===== config.mk =====
export PLATFORM = sky130hd
export DESIGN_NAME = conv1d_mac_seq
export DESIGN_NICKNAME = d
export VERILOG_FILES = /design/src/rtl/conv1d_mac_seq.sv
export SDC_FILE = /design/constraint.sdc
export NUM_CORES = 1
export LEC_CHECK = 0
export ABC_AREA = 1
export ABC_CLOCK_PERIOD_IN_PS = 2100
export CAP_MARGIN = 20
export CORE_ASPECT_RATIO = 0.7
export CORE_MARGIN = 2
export CORE_UTILIZATION = 43
export DETAILED_ROUTE_END_ITERATION = 12
export PLACE_DENSITY = 0.8
export RECOVER_POWER = 25
export SLEW_MARGIN = 10
export SYNTH_ARGS = -nofsm -noshare
export SYNTH_HDL_FRONTEND = slang
export SYNTH_SLANG_ARGS = --single-unit

===== constraint.sdc =====
create_clock -name clk -period 2.1 [get_ports clk]
set_input_delay 0.63 -clock clk [delete_from_list [all_inputs] [get_ports clk]]
set_output_delay 0.63 -clock clk [all_outputs]
set_load 0.03 [all_outputs]

===== src/rtl/conv1d_mac_seq.sv =====
// Sequencer driving a single MAC through a 1-D valid convolution, y[j] = sum_k x[j+k]*f[k].
// Emits each y[j] on a valid/ready stream and pulses done after the last handshake.
module conv1d_mac_seq #(
  parameter int unsigned N  = 43,
  parameter int unsigned M  = 16,
  parameter int unsigned T  = 32,
  parameter int unsigned XA = $clog2(N),
  parameter int unsigned FA = $clog2(M)
) (
  input  logic          clk,
  input  logic          reset,
  input  logic          start,
  output logic          busy,
  output logic          done,
  output logic          mem_rd_en,
  output logic [XA-1:0] x_addr,
  output logic [FA-1:0] f_addr,
  output logic          en_mult_reg,
  output logic          en_adder_reg,
  output logic          reset_accum,
  input  logic [T-1:0]  accum_in,
  output logic [T-1:0]  m_data,
  output logic          m_valid,
  input  logic          m_ready
);

  localparam logic [XA-1:0] J_LAST = XA'(N - M);
  localparam logic [FA-1:0] K_LAST = FA'(M - 1);

  typedef enum logic [2:0] {
    S_IDLE,
    S_ISSUE,
    S_DRAIN1,
    S_DRAIN2,
    S_CAPTURE,
    S_FINISH
  } state_t;

  state_t          r_state;
  state_t          w_next;
  logic [XA-1:0]   r_j;
  logic [FA-1:0]   r_k;
  logic            r_en_mult;
  logic            r_en_add;
  logic [T-1:0]    r_m_data;
  logic            r_m_valid;
  logic            r_done;

  logic            w_out_free;
  logic            w_rd_en;
  logic            w_load;
  logic            w_rst_acc;
  logic            w_done_set;

  // Output register can take a new sample when empty or being drained this cycle.
  assign w_out_free = ~r_m_valid | m_ready;

  always_ff @(posedge clk) begin
    if (reset) r_state <= S_IDLE;
    else       r_state <= w_next;
  end

  always_comb begin
    w_next = r_state;
    unique case (r_state)
      S_IDLE:    if (start) w_next = S_ISSUE;
      S_ISSUE:   if (r_k == K_LAST) w_next = S_DRAIN1;
      S_DRAIN1:  w_next = S_DRAIN2;
      S_DRAIN2:  w_next = S_CAPTURE;
      S_CAPTURE: if (w_out_free) w_next = (r_j == J_LAST) ? S_FINISH : S_ISSUE;
      S_FINISH:  if (w_out_free) w_next = S_IDLE;
      default:   w_next = S_IDLE;
    endcase
  end

  always_comb begin
    w_rd_en    = 1'b0;
    w_load     = 1'b0;
    w_rst_acc  = 1'b0;
    w_done_set = 1'b0;
    unique case (r_state)
      S_IDLE:    w_rst_acc = start;
      S_ISSUE:   w_rd_en = 1'b1;
      S_CAPTURE: begin
        w_load    = w_out_free;
        w_rst_acc = w_out_free;
      end
      S_FINISH:  w_done_set = w_out_free;
      default:   ;
    endcase
  end

  // Counters, MAC strobe pipeline and output stream register.
  always_ff @(posedge clk) begin
    if (reset) begin
      r_j       <= '0;
      r_k       <= '0;
      r_en_mult <= 1'b0;
      r_en_add  <= 1'b0;
      r_m_data  <= '0;
      r_m_valid <= 1'b0;
      r_done    <= 1'b0;
    end else begin
      r_en_mult <= w_rd_en;
      r_en_add  <= r_en_mult;
      r_done    <= w_done_set;
      if (r_state == S_IDLE && start) begin
        r_j <= '0;
        r_k <= '0;
      end else if (w_rd_en) begin
        r_k <= (r_k == K_LAST) ? '0 : r_k + FA'(1);
      end else if (w_load && r_j != J_LAST) begin
        r_j <= r_j + XA'(1);
      end
      if (w_load) begin
        r_m_data  <= accum_in;
        r_m_valid <= 1'b1;
      end else if (r_m_valid && m_ready) begin
        r_m_valid <= 1'b0;
      end
    end
  end

  assign busy         = (r_state != S_IDLE);
  assign done         = r_done;
  assign mem_rd_en    = w_rd_en;
  assign x_addr       = w_rd_en ? (r_j + XA'(r_k)) : '0;
  assign f_addr       = w_rd_en ? r_k : '0;
  assign en_mult_reg  = r_en_mult;
  assign en_adder_reg = r_en_add;
  assign reset_accum  = w_rst_acc;
  assign m_data       = r_m_data;
  assign m_valid      = r_m_valid;

endmodule


==> results of run 1 <==
[final cells by class]
class,count,area (um2),area share [%]
clock buffers,5,68.8,2.01
repair buffers,116,1080,31.5
well taps,69,86.3,2.52
clock inverters,3,26.3,0.767
inverters,24,90.1,2.63
flip-flops and latches,49,987,28.8
multi-input cells,214,1090,31.8
[per-stage QoR]
step / setup slack [ns] / util, % / power (mW)
final: -0.235 / 71.2 / 1.79
after detailed placement: -0.465 / 67.1 / 1.22
after floorplan: -0.00105 / - / 1.08
after global placement: -0.425 / 67.1 / 1.22
after CTS: -0.244 / 71.6 / 1.81
after global routing: -0.306 / 71.2 / 1.87
[placed cells by master (no fill, tap or decap), drive strengths merged]
master,synthesis,final
o21bai,1,1
xor2,1,1
clkbuf,4,9
nor3,3,3
dfxtp,49,49
dlygate4sd3,0,1
a21oi,46,46
ha,6,6
nor2,26,26
nand2,103,103
fa,1,1
clkdlybuf4s50,0,68
o211a,1,1
dlymetal6s2s,0,1
nand3b,1,1
buf,8,40
nand3,16,16
o21ai,9,9
dlygate4sd2,0,2
inv,24,25
clkinvlp,0,2
[worst min-delay path, stage by stage (launching register included)]
cell and delay, ns:
dfxtp_1 0.32, inv_1 0.04, nor2_1 0.03
[repair_timing]
action | CTS | global route
endpoints found under the setup margin | 7 | 6
pin swaps | 8 | 4
setup buffers | 6 | 0
cloned | 0 | 0
resized for setup | 31 | 4
[power by group]
| part | leakage, nW | internal (mW) | total [mW] | switching (mW) |
|---|---|---|---|---|
| clock network | 0.0423 | 0.243 | 0.590 | 0.347 |
| registers | 0.398 | 0.941 | 0.947 | 0.00641 |
| logic | 0.911 | 0.122 | 0.254 | 0.132 |
| total | 1.35 | 1.30 | 1.79 | 0.485 |
[kinds of logic after synthesis]
group | after synthesis
compound gates | 57
xor+xnor | 1
fa+ha+maj | 7
buf+inv | 36
flops | 49
simple gates | 149
[routing by layer]
layer / share of wire (%) / vias to the layer above
met5: 0 / -
met4: 1.2 / 0
met3: 8.1 / 7
met2: 47 / 70
met1: 44 / 1047
li1: - / 1175
[how the worst max path moves through the flow]
stage | to | slack (ns) | cells past startpoint | from
6_report | x_addr[5] | -0.24 | 9 | r_k[2]$_SDFFE_PP0P_
3_5_place_dp | x_addr[4] | -0.46 | 7 | r_j[0]$_SDFFE_PP0P_
3_3_place_gp | x_addr[4] | -0.42 | 7 | r_j[0]$_SDFFE_PP0P_
4_1_cts | x_addr[5] | -0.24 | 9 | r_k[2]$_SDFFE_PP0P_
2_1_floorplan | x_addr[4] | -0.001 | 5 | r_j[0]$_SDFFE_PP0P_
5_1_grt | x_addr[5] | -0.31 | 9 | r_k[2]$_SDFFE_PP0P_
==> flow_metrics.tcl, run 1 <==
set metrics [dict create \
    drive_gt1_share_pct 18.7 \
    antenna_found_initial 0 \
    criticalPathCategory "reg -> out" \
    relSlewSlack_pct 51.2 \
    dp.cells 466 \
    num_rows 21 \
    period_share_pct 111 \
    gr-usage-met2_pct 35.2 \
    p_per_area_mw_per_mm2 523 \
    ys_seq_elements 49 \
    endpoint_kind "output port" \
    final-instance-count-excl-fill 480 \
    path_clk_slew_ns 0.10 \
    fin_area_mm2 0.00342 \
    ys_warn_count 0 \
    die_area_mm2 0.00564 \
    synth.distinct_cells 24 \
    grt_pass1_wl_um 9440 \
    cts-hold-fix-buffers 0 \
    dpl_cell_area_mm2 0.00322 \
    maxCapViolCount 0 \
    grt_max_degree 38 \
    violations "setup timing" \
    synth_compound_area_share_pct 13.5 \
    cts_root_buf "clkbuf_8" \
    layout.nets 453 \
    crit_arrival_ns 1.71 \
    yosys.area.top_type "dfxtp_1" \
    whs_endpoint "en_adder_reg$_SDFF_PP0_" \
    synthTopCellsByCount "nand2_1, dfxtp_1, a21oi_1" \
    largest_register_ff_count 32 \
    slowest_delay_ns 0.35 \
    status "finished, violations left" \
    yosys-top-cells-area "dfxtp_1, nand2_1, a21oi_1, nor2_1, inv_1" \
    synth_top_area_share_pct 45.2 \
    groute.layer.met3.usage_pct 6.68 \
    r2r_cells 9 \
    reg2reg_from "r_state[0]$_SDFFE_PP0P_" \
    layout_setup_ws_ns -0.235 \
    yosysMostFrequentCell "nand2_1" \
    fillerInstances 391 \
    synthAdderAreaFrac_pct 4.38 \
    path_cells "ha_4 > buf_6 > nand3_2 > nand3b_1 > nand2_1 > nand3_1 > nand2_1 > nor2_2 > buf_12" \
    period_needed_ns 2.34 \
    max_freq_mhz 428 \
    fin_tns_setup_ns -0.946 \
    wl_per_cell_um 12.5 \
    gp_congestion 0.793 \
    postRouteAntennaNets 0 \
    syn_area_mm2 0.00217 \
    die_w_um 88.9 \
    grt_pass1_vias 2091 \
    async_flop_share_pct 0 \
    cts.path.max_buffers 2 \
    drt_pass1_iterations 4 \
    area_growth_pct 57.8 \
    drt-initial-drc-count 103 \
    start_kind "flop" \
    h-tree-depth 2 \
    grt_setup_unrepaired "yes" \
    ir_drop_mv 0.450 \
    p_leak_nw 1.35 \
    min_path_type "reg -> reg" \
    synth-edff-count 0 \
    hold_path_depth 2 \
    start_util_pct 45.1 \
    cpMostUsedCell "nand2_1" \
    ys.flop_type "dfxtp_1" \
    hold_viol 0 \
    synthMuxAreaShare_pct 0 \
    routed_wirelength_um 5980 \
    coreArea_mm2 0.00481 \
    crit_fanout 3 \
    vias_per_cell 4.79 \
    crit_required_ns 1.47 \
    synthCells 299 \
    cts.sinks 49 \
    use_met1_pct 26.3 \
    drc 0 \
    cts_buffers 5 \
    busiest_layer "met2" \
    syn_area_per_cell_um2 7.26 \
    setup_viol 6 \
    overflow 0 \
    clk_latency_ns 0.31 \
    syn-num-nets 342 \
    cp_slowest_cell "dfxtp_2" \
    hold_ws_ns 0.424 \
    grtUsageTotal_pct 21.4 \
    critPathTopFamily "simple AND/OR/NAND/NOR gates" \
    io_pins 85 \
    synth_top_family_by_area "simple AND/OR/NAND/NOR gates" \
    dp_hpwl_um 4220 \
    die_y_um 63.4 \
    min-delay-start "en_mult_reg$_SDFF_PP0_" \
    routed-via-count 2299 \
    yosys.area_share.simple_pct 28.8 \
    yosysSeqAreaShare_pct 45.2 \
    worst-path-buf-inv 2 \
    portBuffers 84 \
    synth_xor_area_share_pct 0.403 \
    worstReg2RegEnd "m_data[2]$_SDFFE_PP0P_" \
    finClkSkew_ns 0.00590 \
    n_antenna_cell 0 \
    drv_slew 0 \
    r2r_slack_ns 0.12 \
    cts_tree "yes" \
    worstMarginPinSlew_ns 0.732 \
]
(Power assumes the default switching activity.)
==> run 2, diff against run 1 <==
CORE_ASPECT_RATIO = default   (was 0.7)
==> run 2 against run 1 <==
- worst hold slack better by 0.0088 ns
- non-clock buffer count rose by 6
- largest power group unchanged
- critical path depth decreased by 1
- fmax is 2.2% lower
- via count increased by 2.1%
- critical path type unchanged
- setup slack got worse by 0.051 ns
- the run still ends with setup timing left
- register-to-register slack better by 0.28 ns
- core utilization is 2.2 points higher
- power up 4.9%
- final area grew 2.6%
- die area decreased by 0.17%
==> flow_metrics.tcl, run 2 (synthesis results as in run 1) <==
set metrics [dict create \
    status "finished, violations left" \
    violations "setup timing" \
    min_path_type "reg -> reg" \
    dr_wl_met2_um 2830 \
    grt_max_degree 21 \
    postRouteAntennaNets 0 \
    endpoint "x_addr[3]" \
    period_needed_ns 2.39 \
    criticalPathCategory "reg -> out" \
    crit_arrival_ns 1.76 \
    max_freq_mhz 419 \
    overflow 0 \
    fin_area_mm2 0.00351 \
    mostFrequentLayoutCells "nand2_1, clkdlybuf4s50_1, a21oi_1, dfxtp_1, buf_4" \
    drv_slew 0 \
    p_leak_nw 1.40 \
    finClkSkew_ns 0.00771 \
    grtUsageTotal_pct 20.9 \
    h-tree-depth 2 \
    setup_viol 5 \
    worstReg2RegEnd "m_data[9]$_SDFFE_PP0P_" \
    antenna_found_initial 0 \
    die_area_mm2 0.00563 \
    routed-via-count 2347 \
    die_w_um 75.1 \
    crit_fanout 3 \
    endpoint_kind "output port" \
    cts_root_buf "clkbuf_8" \
    hold_ws_ns 0.433 \
    cts.sinks 49 \
    fillerInstances 387 \
    wl_met1_um 2430 \
    dp_hpwl_um 4000 \
    period_share_pct 114 \
    worstMarginPinSlew_ns 0.743 \
    cts_tree "yes" \
    vias_per_cell 4.85 \
    grt_pass1_vias 2029 \
    path_clk_slew_ns 0.09 \
    met3_length_um 490 \
    layout_setup_ws_ns -0.286 \
    layout_commonest_cell "nand2_1" \
    dr.max_layer_used "met4" \
    grt_pass1_wl_um 8890 \
    p_per_area_mw_per_mm2 535 \
    start_util_pct 45.4 \
    n_antenna_cell 0 \
    clk_latency_ns 0.31 \
    start_kind "flop" \
    crit_required_ns 1.47 \
    multi_input_area_mm2 0.00110 \
    drt_pass1_iterations 4 \
    dpl_cell_area_mm2 0.00324 \
    seqCellArea_um2 988 \
    coreArea_mm2 0.00479 \
    cts.path.max_buffers 2 \
    num_rows 25 \
    r2r_cells 8 \
    hold_viol 0 \
    ir_drop_mv 0.417 \
    gp_congestion 0.867 \
    reg2reg_from "r_state[0]$_SDFFE_PP0P_" \
    cts_buffers 5 \
    largest_register_ff_count 32 \
    routed_wirelength_um 5800 \
    io_pins 85 \
    wl_per_cell_um 12.0 \
    maxCapViolCount 0 \
    hold_path_depth 2 \
    grt_setup_unrepaired "yes" \
    area_growth_pct 61.8 \
    layout.nets 459 \
    drc 0 \
    drt-initial-drc-count 99 \
    dp_slack_ns -0.492 \
    portBuffers 84 \
    r2r_slack_ns 0.40 \
    finish.utilization_pct 73.4 \
    crit_start "r_j[2]$_SDFFE_PP0P_" \
    drive_gt1_share_pct 20.4 \
    die_y_um 75.1 \
    relSlewSlack_pct 50.4 \
]
==> run 2: changes by cell type in the layout (fill, tap and decap cells not counted), moves of 2 or more <==
cell | previous run | this run
inv_1 | 22 | 20
clkbuf_1 | 1 | 3
clkinvlp_4 | 2 | 0
clkbuf_2 | 3 | 1
buf_4 | 32 | 37
nand3_1 | 14 | 12
nand3_2 | 1 | 3
==> run 2: per-layer routing <==
| layer | up-vias | track usage (%) |
|---|---|---|
| met3 | 6 | 8.43 |
| met4 | 0 | 7.14 |
| met5 | - | 0 |
| met1 | 1062 | 24.6 |
| met2 | 88 | 34.4 |
| li1 | 1191 | - |
==> run 2: critical path: stages, from the launching register on <==
cell and delay [ns]:
dfxtp_2 0.35, ha_4 0.25, buf_6 0.12, nand3_2 0.06, nand3b_1 0.13, buf_4 0.17, o21ai_0 0.15, a21oi_1 0.06
buf_4 0.17
==> run 2: final cells by class <==
| cell class | instances | share of cell area, % |
|---|---|---|
| Clock inverter | 2 | 1.10 |
| Multi-Input combinational cell | 214 | 31.2 |
| Tap cell | 67 | 2.39 |
| Sequential cell | 49 | 28.1 |
| Timing Repair Buffer | 122 | 32.5 |
| Clock buffer | 6 | 2.07 |
| Inverter | 24 | 2.64 |
==> run 2: through the flow <==
step	setup TNS [ns]	std cells	power [mW]
after floorplan	-0.00105	299	1.08
after global placement	-0.477	467	1.22
after detailed placement	-0.609	467	1.22
after CTS	-0.830	483	1.89
after global routing	-1.31	484	1.95
final	-1.02	484	1.88
==> run 2: worst min path at each step <==
stage                                 start                 endpoint  slack, ns
floorplan               r_j[5]$_SDFFE_PP0P_      r_j[5]$_SDFFE_PP0P_       0.46
global placement     en_mult_reg$_SDFF_PP0_  en_adder_reg$_SDFF_PP0_       0.41
detailed placement   en_mult_reg$_SDFF_PP0_  en_adder_reg$_SDFF_PP0_       0.41
CTS                  en_mult_reg$_SDFF_PP0_  en_adder_reg$_SDFF_PP0_       0.44
global route        m_data[13]$_SDFFE_PP0P_  m_data[13]$_SDFFE_PP0P_       0.48
finish               en_mult_reg$_SDFF_PP0_  en_adder_reg$_SDFF_PP0_       0.43
==> run 2: repair_timing <==
item                                    in CTS  in global routing
hold buffers                                 0                  0
gates resized for setup                     35                  3
setup buffers                                8                  1
gates cloned                                 0                  0
pin swaps                                    8                  6
endpoints found under the setup margin       7                  6
==> run 2: where the power goes <==
part	total (mW)	switching, mW	internal [mW]
clock network	0.674	0.317	0.358
logic	0.258	0.130	0.128
registers	0.947	0.00659	0.940
